$ cat src/rtl/tank_health_tracker_if.sv
// Hit/keycode inputs and health/match-state outputs shared between the
// tank_health_tracker and the blocks that drive and consume it.
interface tank_health_tracker_if;
  logic        shot_hit1;
  logic        shot_hit2;
  logic [31:0] keycode;
  logic [2:0]  health1;
  logic [2:0]  health2;
  logic        invuln1;
  logic        invuln2;
  logic        game_over_display;
  logic        game_over_display2;

  modport master (
    output shot_hit1, shot_hit2, keycode,
    input  health1, health2, invuln1, invuln2,
           game_over_display, game_over_display2
  );

  modport slave (
    input  shot_hit1, shot_hit2, keycode,
    output health1, health2, invuln1, invuln2,
           game_over_display, game_over_display2
  );
endinterface

$ cat src/rtl/tank_health_tracker.sv
// Per-tank health, post-hit invulnerability and PLAY/OVER match control.
// Optional feature macro: TANK_HIT_COOLDOWN_EN (cooldown/invulnerability window).
module tank_health_tracker #(
  parameter int unsigned MAX_HEALTH      = 3,
  parameter int unsigned COOLDOWN_FRAMES = 30,
  parameter int unsigned HOLD_FRAMES     = 180,
  parameter logic [7:0]  RESTART_KEY     = 8'h2C
) (
  input logic                  frame_clk,
  input logic                  Reset,
  tank_health_tracker_if.slave bus
);

  typedef enum logic {PLAY, OVER} state_t;

  localparam logic [2:0] HEALTH_INIT = 3'(MAX_HEALTH);
  localparam logic [9:0] HOLD_MAX    = 10'(HOLD_FRAMES);

  if (MAX_HEALTH < 1 || MAX_HEALTH > 7) begin : g_bad_max_health
    $error("MAX_HEALTH out of range 1..7");
  end
  if (COOLDOWN_FRAMES < 1 || COOLDOWN_FRAMES > 255) begin : g_bad_cooldown
    $error("COOLDOWN_FRAMES out of range 1..255");
  end
  if (HOLD_FRAMES < 1 || HOLD_FRAMES > 1023) begin : g_bad_hold
    $error("HOLD_FRAMES out of range 1..1023");
  end

  state_t     state;
  logic [2:0] health1, health2;
  logic [2:0] health1_next, health2_next;
  logic [9:0] hold_cnt;
  logic       go1, go2;
  logic       hit_on1, hit_on2;
  logic       restart_key, restart;

  always_comb begin
    // NOTE: default before the loop so restart_key is assigned on every path (no latch).
    restart_key = 1'b0;
    for (int i = 0; i < 4; i++) begin
      if (bus.keycode[8*i +: 8] == RESTART_KEY) restart_key = 1'b1;
    end
  end

  assign restart = (state == OVER) && (hold_cnt == HOLD_MAX) && restart_key;

`ifdef TANK_HIT_COOLDOWN_EN
  logic [7:0] cooldown1, cooldown2;

  assign hit_on1 = bus.shot_hit2 && (cooldown1 == 8'd0);
  assign hit_on2 = bus.shot_hit1 && (cooldown2 == 8'd0);

  // Counters load on the hit edge, so invuln stays up for COOLDOWN_FRAMES edges.
  always_ff @(posedge frame_clk or posedge Reset) begin
    if (Reset) begin
      cooldown1 <= 8'd0;
      cooldown2 <= 8'd0;
    end else if (state == OVER) begin
      cooldown1 <= 8'd0;
      cooldown2 <= 8'd0;
    end else begin
      if (hit_on1)                cooldown1 <= 8'(COOLDOWN_FRAMES);
      else if (cooldown1 != 8'd0) cooldown1 <= cooldown1 - 8'd1;
      if (hit_on2)                cooldown2 <= 8'(COOLDOWN_FRAMES);
      else if (cooldown2 != 8'd0) cooldown2 <= cooldown2 - 8'd1;
    end
  end

  assign bus.invuln1 = (cooldown1 != 8'd0);
  assign bus.invuln2 = (cooldown2 != 8'd0);
`else
  assign hit_on1     = bus.shot_hit2;
  assign hit_on2     = bus.shot_hit1;
  assign bus.invuln1 = 1'b0;
  assign bus.invuln2 = 1'b0;
`endif

  // Saturating decrement: a zero-health tank never wraps.
  assign health1_next = (hit_on1 && health1 != 3'd0) ? health1 - 3'd1 : health1;
  assign health2_next = (hit_on2 && health2 != 3'd0) ? health2 - 3'd1 : health2;

  always_ff @(posedge frame_clk or posedge Reset) begin
    if (Reset) begin
      state    <= PLAY;
      health1  <= HEALTH_INIT;
      health2  <= HEALTH_INIT;
      hold_cnt <= 10'd0;
      go1      <= 1'b0;
      go2      <= 1'b0;
    end else begin
      // NOTE: non-blocking so every register here samples pre-edge values.
      case (state)
        PLAY: begin
          health1  <= health1_next;
          health2  <= health2_next;
          hold_cnt <= 10'd0;
          if (health1_next == 3'd0 || health2_next == 3'd0) begin
            state <= OVER;
            go1   <= (health2_next == 3'd0);
            go2   <= (health1_next == 3'd0);
          end
        end
        OVER: begin
          if (restart) begin
            state    <= PLAY;
            health1  <= HEALTH_INIT;
            health2  <= HEALTH_INIT;
            hold_cnt <= 10'd0;
            go1      <= 1'b0;
            go2      <= 1'b0;
          end else if (hold_cnt != HOLD_MAX) begin
            hold_cnt <= hold_cnt + 10'd1;
          end
        end
        default: state <= PLAY;
      endcase
    end
  end

  assign bus.health1            = health1;
  assign bus.health2            = health2;
  assign bus.game_over_display  = go1;
  assign bus.game_over_display2 = go2;

endmodule

$ cat src/flat_wrapper.sv
// flat-port wrapper written by rule: the top's interface ports become plain ports
module tank_health_tracker_flat 
#(
  parameter int unsigned MAX_HEALTH      = 3,
  parameter int unsigned COOLDOWN_FRAMES = 30,
  parameter int unsigned HOLD_FRAMES     = 180,
  parameter logic [7:0]  RESTART_KEY     = 8'h2C
)
  (frame_clk, Reset, bus_shot_hit1, bus_shot_hit2, bus_keycode, bus_health1, bus_health2, bus_invuln1, bus_invuln2, bus_game_over_display, bus_game_over_display2);
  tank_health_tracker_if bus_i ();
  input logic frame_clk;
  input logic Reset;
  input wire logic [$bits(bus_i.shot_hit1)-1:0] bus_shot_hit1;
  input wire logic [$bits(bus_i.shot_hit2)-1:0] bus_shot_hit2;
  input wire logic [$bits(bus_i.keycode)-1:0] bus_keycode;
  output wire logic [$bits(bus_i.health1)-1:0] bus_health1;
  output wire logic [$bits(bus_i.health2)-1:0] bus_health2;
  output wire logic [$bits(bus_i.invuln1)-1:0] bus_invuln1;
  output wire logic [$bits(bus_i.invuln2)-1:0] bus_invuln2;
  output wire logic [$bits(bus_i.game_over_display)-1:0] bus_game_over_display;
  output wire logic [$bits(bus_i.game_over_display2)-1:0] bus_game_over_display2;
  assign bus_i.shot_hit1 = bus_shot_hit1;
  assign bus_i.shot_hit2 = bus_shot_hit2;
  assign bus_i.keycode = bus_keycode;
  assign bus_health1 = bus_i.health1;
  assign bus_health2 = bus_i.health2;
  assign bus_invuln1 = bus_i.invuln1;
  assign bus_invuln2 = bus_i.invuln2;
  assign bus_game_over_display = bus_i.game_over_display;
  assign bus_game_over_display2 = bus_i.game_over_display2;
  tank_health_tracker #(.MAX_HEALTH(MAX_HEALTH), .COOLDOWN_FRAMES(COOLDOWN_FRAMES), .HOLD_FRAMES(HOLD_FRAMES), .RESTART_KEY(RESTART_KEY)) u_core (.frame_clk(frame_clk), .Reset(Reset), .bus(bus_i));
endmodule
$ cat config.mk
export PLATFORM = sky130hd
export DESIGN_NAME = tank_health_tracker_flat
export DESIGN_NICKNAME = d
export VERILOG_FILES = /design/src/rtl/tank_health_tracker_if.sv /design/src/rtl/tank_health_tracker.sv /design/src/flat_wrapper.sv
export SDC_FILE = /design/constraint.sdc
export NUM_CORES = 1
export LEC_CHECK = 0
export ABC_AREA = 1
export CORE_ASPECT_RATIO = 1.4
export CORE_MARGIN = 2
export CORE_UTILIZATION = 48
export CTS_CLUSTER_DIAMETER = 30
export CTS_CLUSTER_SIZE = 10
export DETAILED_ROUTE_END_ITERATION = 12
export GPL_ROUTABILITY_DRIVEN = 0
export HOLD_SLACK_MARGIN = 0.03
export PLACE_DENSITY_LB_ADDON = 0.2
export SETUP_SLACK_MARGIN = 0.2
export SKIP_LAST_GASP = 1
export SYNTH_ARGS = -nofsm -noshare
export SYNTH_HDL_FRONTEND = slang
export SYNTH_SLANG_ARGS = --single-unit
$ cat constraint.sdc
create_clock -name frame_clk -period 3.2 [get_ports frame_clk]
set_clock_uncertainty 0.1 [all_clocks]
set_input_delay 0.32 -clock frame_clk [delete_from_list [all_inputs] [get_ports frame_clk]]
set_output_delay 0.32 -clock frame_clk [all_outputs]
set_load 0.05 [all_outputs]
==> results of run 1 <==
[layer usage]
| metal | vias to the layer above | GRT usage |
|---|---|---|
| li1 | 670 | - |
| met1 | 586 | 0.2121 |
| met2 | 46 | 0.3667 |
| met3 | 7 | 0.03297 |
| met4 | 0 | 0.07432 |
| met5 | - | 0 |
[registers in the layout, summed over array words and instances (netlist names)]
signal / cells
u_core.bus.game_over_display2: 1
u_core.state: 1
u_core.bus.game_over_display: 1
u_core.bus.health1: 3
u_core.bus.health2: 3
u_core.hold_cnt: 10
[path summary, 6_finish.rpt]
check	depth (start not counted)	startpoint	slack, ps	end
setup / recovery	1	u_core.bus.health1[0]$_DFFE_PP1P_	1130	bus_health1[0]
hold reg to reg	2	u_core.bus.health1[1]$_DFFE_PP1P_	410	u_core.bus.health1[1]$_DFFE_PP1P_
max in group asynchronous	2	Reset	2230	u_core.bus.health1[2]$_DFFE_PP0P_
min in group frame_clk	2	u_core.bus.health1[1]$_DFFE_PP1P_	410	u_core.bus.health1[1]$_DFFE_PP1P_
hold / removal	2	Reset	330	u_core.hold_cnt[1]$_DFFE_PP0P_
setup reg to reg	8	u_core.bus.health1[0]$_DFFE_PP1P_	1420	u_core.bus.game_over_display$_DFFE_PP0P_
[Yosys cell counts (2+ instances only)]
cell type	count
o21ai_1	2
buf_4	2
nand3_1	18
ha_1	6
inv_1	27
nor2_1	33
dfrtp_1	15
o21ai_0	2
dfstp_2	4
nand2_2	2
nand4_1	6
nand3_2	3
nor3_1	2
nand2_1	49
a21oi_1	4
inv_2	2
xor2_1	3
[cells by family after synthesis]
family	Yosys count	share of synthesized area
adders and majority gates	6	0.05775
xor gates and xnor gates	4	0.02695
AOI/OAI and AO/OA	9	0.03658
and+or+nand+nor	117	0.3985
buffers and inverters	33	0.1078
other	1	0.002885
DFF	19	0.3696
[metrics by stage]
| stage | std cells | utilization |
|---|---|---|
| final | 269 | 0.6857 |
| after global routing | 269 | 0.6857 |
| after CTS | 269 | 0.6857 |
| after detailed placement | 265 | 0.6755 |
| after global placement | 265 | 0.6755 |
| after floorplan | 190 | - |
[final cells by class]
cell class	count	area, um2
Fill cell	235	813.3
Tap cell	36	45.04
Inverter	29	108.9
Sequential cell	19	480.5
Timing Repair Buffer	43	430.4
Multi-Input combinational cell	138	683.2
Clock buffer	4	26.28
[power by group through the flow]
stage / clock network [W] / logic [W] / registers [W]
after global routing: 0.000133 / 0.000825 / 0.000452
after CTS: 0.000120 / 0.000744 / 0.000442
after global placement: 0 / 0.000717 / 0.000441
after detailed placement: 0 / 0.000739 / 0.000446
final: 0.000117 / 0.000741 / 0.000441
after floorplan: 0 / 0.000373 / 0.000589
==> results.md, run 1 <==
* Status: completed
* Wl on met1 at 1155 um
* Relative slew slack at 0.5327
* Drt first-iter violations at 25
* FP Rows at 22
* Top FF cell, synth: dfrtp_1
* Layout Area Growth over Synthesis at 36.48%
* Die height at 65.58 um
* Max Fclk at between 0.4 and 0.5 GHz
* Deepest clock path buffer count at 2
* GR Util All Layers at 0.1999
* Most common cell after layout, fill and taps aside: nand2_1
* Syn Area/Cell at 6.878 um2
* Hold Buf Count CTS at 0
* Resized cells post-CTS at 0
* ANT cells at 0
* Vias/cell at 4.866
* CTS clk-pin slew, worst paths at 100 ps
* TritonCTS Buffers at 3
* Vias at 1309
* Total chip power at 0.001299 W
* Int Power at 0.0006784 W
* Most frequent cells in the layout: nand2_1 (49), clkdlybuf4s50_1 (43), nor2_1 (33)
* Initial antenna violation count at 0
* Post-Syn Instances at 189
* Final WS setup at 1133 ps
* # Post-CTS Setup Buffers at 0
* CP Buf/Inv Count at 1
* Comb pwr share at 0.571
* Synth area leaders: dfrtp_1 (29%), nand2_1 (14%), nor2_1 (9.5%)
* Post-synth EDFFs at 0
* Sequential Power Share at 0.340
* Die area at 3147 um2
* Net switching power figure at 0.0006210 W
* Hold Path Class: primary input to async pin
* Met2 wire len at 1453 um
* Routed WL at 2942 um
* Routed length per instance at 10.94 um
* First-pass GRT wire length at 4664 um
* Fin Setup TNS at 0 ps
* Total core area at 2587 um2
* Critical path fanouts, max at 3
* RSZ-0062 raised after global routing: false
* Fraction of registers with async set/reset at 1.000
* Placement Setup Slack at 1293 ps
* Clk network pwr share at 0.090
* Synth Register Bits at 19
* Grt ovf at 0
* Register area share after synthesis at 0.3696
* Max incr delay on CP at around 800 ps
* Ports at 46
* Final instance area at 1774 um2
* Drt drc at 0
* Static Leak at 0.8759 nW
* Die Wd at 47.99 um
* Max cap viols at 0
* Post-DP Area at ~1700 um2
* Clk sinks at 19
* Antenna Nets Post-Route at 0
* Highest metal used: met4
* H-tree level count at 1
* Crit. End Element: output port
* Max IR drop VDD at 0.6968 mV
* Final hold slack at around 330 ps
* Delay-heaviest family, CP: buffers and inverters
* Critical path class: flip-flop to output port
* CP required at 2780 ps
* CTS tree: done
* Vias in the first global route at 1268
* Largest net degree at the start of global routing at 20
* Mapped Area at 1300 um2
* Starting density of the core at 0.5024
* Clk_lat worst skew at 290 ps
* Finish-stage setup viols at 0
* Fin. max-slew vios at 0
* Hpwl dp at 2317 um
* PD cells at 732.4 nW/um2
* Cell Chain, Critical Path: clkdlybuf4s50_1
* DR WL met3 at 278 um
* Arr. time, crit path at 1650 ps
* Synth area leader: dfrtp_1
* PortBufs at between 40 and 50
* Post-synth cell types at 26
* Final min period at 2067 ps
* Crit-path slowest cell: clkdlybuf4s50_1
* Hold Violations, Final at 0
* Fraction of layout cells with a size suffix above 1 at 0.07296
* Kind of start point of the critical path: flip-flop
* Sw Ratio at 0.4779
* Synth warn at 0
* First drt pass iteration count at 4
* Least-Margin Pin Slew at 700.1 ps
* Nets at approximately 280
* Root Buffer: clkbuf_4
* Post-synth top area share at 0.2887
* Fin crit share at 0.6461
(Power assumes the default switching activity.)
==> inputs of run 2 (changes only) <==
Settings changed: CORE_UTILIZATION 48 to 40.
Clock period 3.2 ns to 1.8 ns, I/O delays scaled along.
==> run 2 against run 1 <==
Effect of this change:
- combinational power grew 130%
- sequential share of layout area fell by 3.1 points
- clock power grew 150%
- largest cell class unchanged
- largest power group unchanged
- highest routed layer unchanged
==> results.md, run 2 (synthesis gave the netlist of run 1 again) <==
* Status: completed
* H-tree level count at 1
* Hold Violations, Final at 0
* Kind of start point of the critical path: flip-flop
* Final WS setup at 253.5 ps
* Most common cell after layout, fill and taps aside: nand2_1
* Starting density of the core at 0.4163
* FP Rows at 24
* Final min period at 1547 ps
* TritonCTS Buffers at 3
* RSZ-0062 raised after global routing: true
* Vias/cell at 4.713
* Drt drc at 0
* Crit. End Element: flip-flop
* Fraction of layout cells with a size suffix above 1 at 0.2551
* Hold Path Class: primary input to async pin
* CP required at between 1500 and 2000 ps
* Fin. max-slew vios at 0
* Clk sinks at 19
* Vias in the first global route at 1214
* Largest regs: u_core.hold_cnt: 10 flops, u_core.bus.health1: 3 flops, u_core.bus.health2: 3 flops
* Crit-path slowest cell: dfstp_2
* Routed WL at ~3100 um
* Die area at 3729 um2
* PD cells at ~1400 nW/um2
* Max cap viols at 0
* Grt ovf at 0
* Reg with most FFs: u_core.hold_cnt
* Largest net degree at the start of global routing at 20
* Static Leak at 0.9739 nW
* Fin Setup TNS at 0 ps
* Fin crit share at 0.8592
* Ports at 46
* GR Util All Layers at 0.1684
* Root Buffer: clkbuf_8
* Most frequent cells in the layout: nand2_1 (43), clkdlybuf4s50_1 (35), nor2_1 (29)
* PortBufs at 43
* ANT cells at 0
* Initial antenna violation count at 0
* Hold Buf Count CTS at 0
* CTS clk-pin slew, worst paths at 70 ps
* Max Fclk at 0.6466 GHz
* Max reg flops at 10
* Antenna Nets Post-Route at 0
* Vias at roughly 1300
* Total core area at 3123 um2
* Max IR drop VDD at between 0.9 and 1 mV
* Most used cell, CP: nand2_1
* Drt first-iter violations at 30
* Critical path class: flip-flop to flip-flop
* Die height at 71.46 um
* Die Wd at 52.18 um
* Hpwl dp at 2351 um
* Layout Area Growth over Synthesis at 53.90%
* Routed length per instance at ~11 um
* Nets at 290
* First drt pass iteration count at 4
* Placement Setup Slack at between 60 and 70 ps
* Layout filler cell count at 297
* Clk_lat worst skew at 250 ps
* CTS tree: done
* Max incr delay on CP at between 500 and 600 ps
* Critical path fanouts, max at 6
* Cell Chain, Critical Path: inv_4, ha_4, nand2_4, nand3_1, nand2_1, nand2_2, nand3_2, buf_4, nand2_1
* Finish-stage setup viols at 0
* First-pass GRT wire length at 4899 um
* Arr. time, crit path at 1590 ps
* Deepest clock path buffer count at 2
-- run 2: through the flow --
step / hold slack (ps) / instances / utilization / area [um2] / total power (W)
2_1_floorplan: 28.17 / 190 / - / 1363 / 0.001826
3_3_place_gp: 396.0 / 270 / 0.5797 / 1810 / 0.002214
3_5_place_dp: 401.9 / 270 / 0.5797 / 1810 / 0.002237
4_1_cts: 153.8 / 275 / 0.6002 / 1874 / 0.002533
5_1_grt: 219.1 / 286 / 0.6406 / 2001 / 0.002990
6_report: 145.0 / 286 / 0.6406 / 2001 / 0.002755
-- run 2: worst paths after layout --
path / slack (ps) / to / startpoint / cells after the start
worst max register to register: 250 / u_core.bus.game_over_display2$_DFFE_PP0P_ / u_core.bus.health1[0]$_DFFE_PP1P_ / 9
worst min register to register: 410 / u_core.bus.health2[1]$_DFFE_PP1P_ / u_core.bus.health2[1]$_DFFE_PP1P_ / 2
worst min-delay path: 140 / u_core.hold_cnt[6]$_DFFE_PP0P_ / Reset / 3
worst max-delay path: 250 / u_core.bus.game_over_display2$_DFFE_PP0P_ / u_core.bus.health1[0]$_DFFE_PP1P_ / 9
max in group asynchronous: 1190 / u_core.bus.health1[1]$_DFFE_PP1P_ / Reset / 3
min in group frame_clk: 410 / u_core.bus.health2[1]$_DFFE_PP1P_ / u_core.bus.health2[1]$_DFFE_PP1P_ / 2
-- run 2: where the power goes --
part / switching (W) / internal, W / total [W]
sequential: 0.000139 / 0.000627 / 0.000766
clock: 0.000131 / 0.000157 / 0.000288
combinational: 0.00101 / 0.000689 / 0.00170
-- run 2: what timing repair did --
item | CTS | global route
setup buffers | 0 | 11
pin swaps | 1 | 9
endpoints found under the setup margin | 12 | 15
gates resized for setup | 5 | 17
cloned | 1 | 0
-- run 2: per-layer routing --
metal / part of all wire / GRT usage
met5: 0 / 0
met4: 0.0093 / 0.05413
met3: 0.090 / 0.04375
met2: 0.49 / 0.3080
met1: 0.41 / 0.1843
-- run 2: critical path, delay by kind of cell (launching register included) --
kind,cells,cell delay (ps)
fa+ha+maj,1,160
buf+inv,2,160
flops,1,570
simple gates,6,430
-- run 2: layout make-up --
type / instances / area (um2) / area share
Inverter: 29 / 113.9 / 0.05691
Clock buffer: 4 / 45.04 / 0.02251
Tap cell: 39 / 48.80 / 0.02439
Multi-Input combinational cell: 139 / 802.0 / 0.4009
Timing Repair Buffer: 56 / 510.5 / 0.2552
Sequential cell: 19 / 480.5 / 0.2402
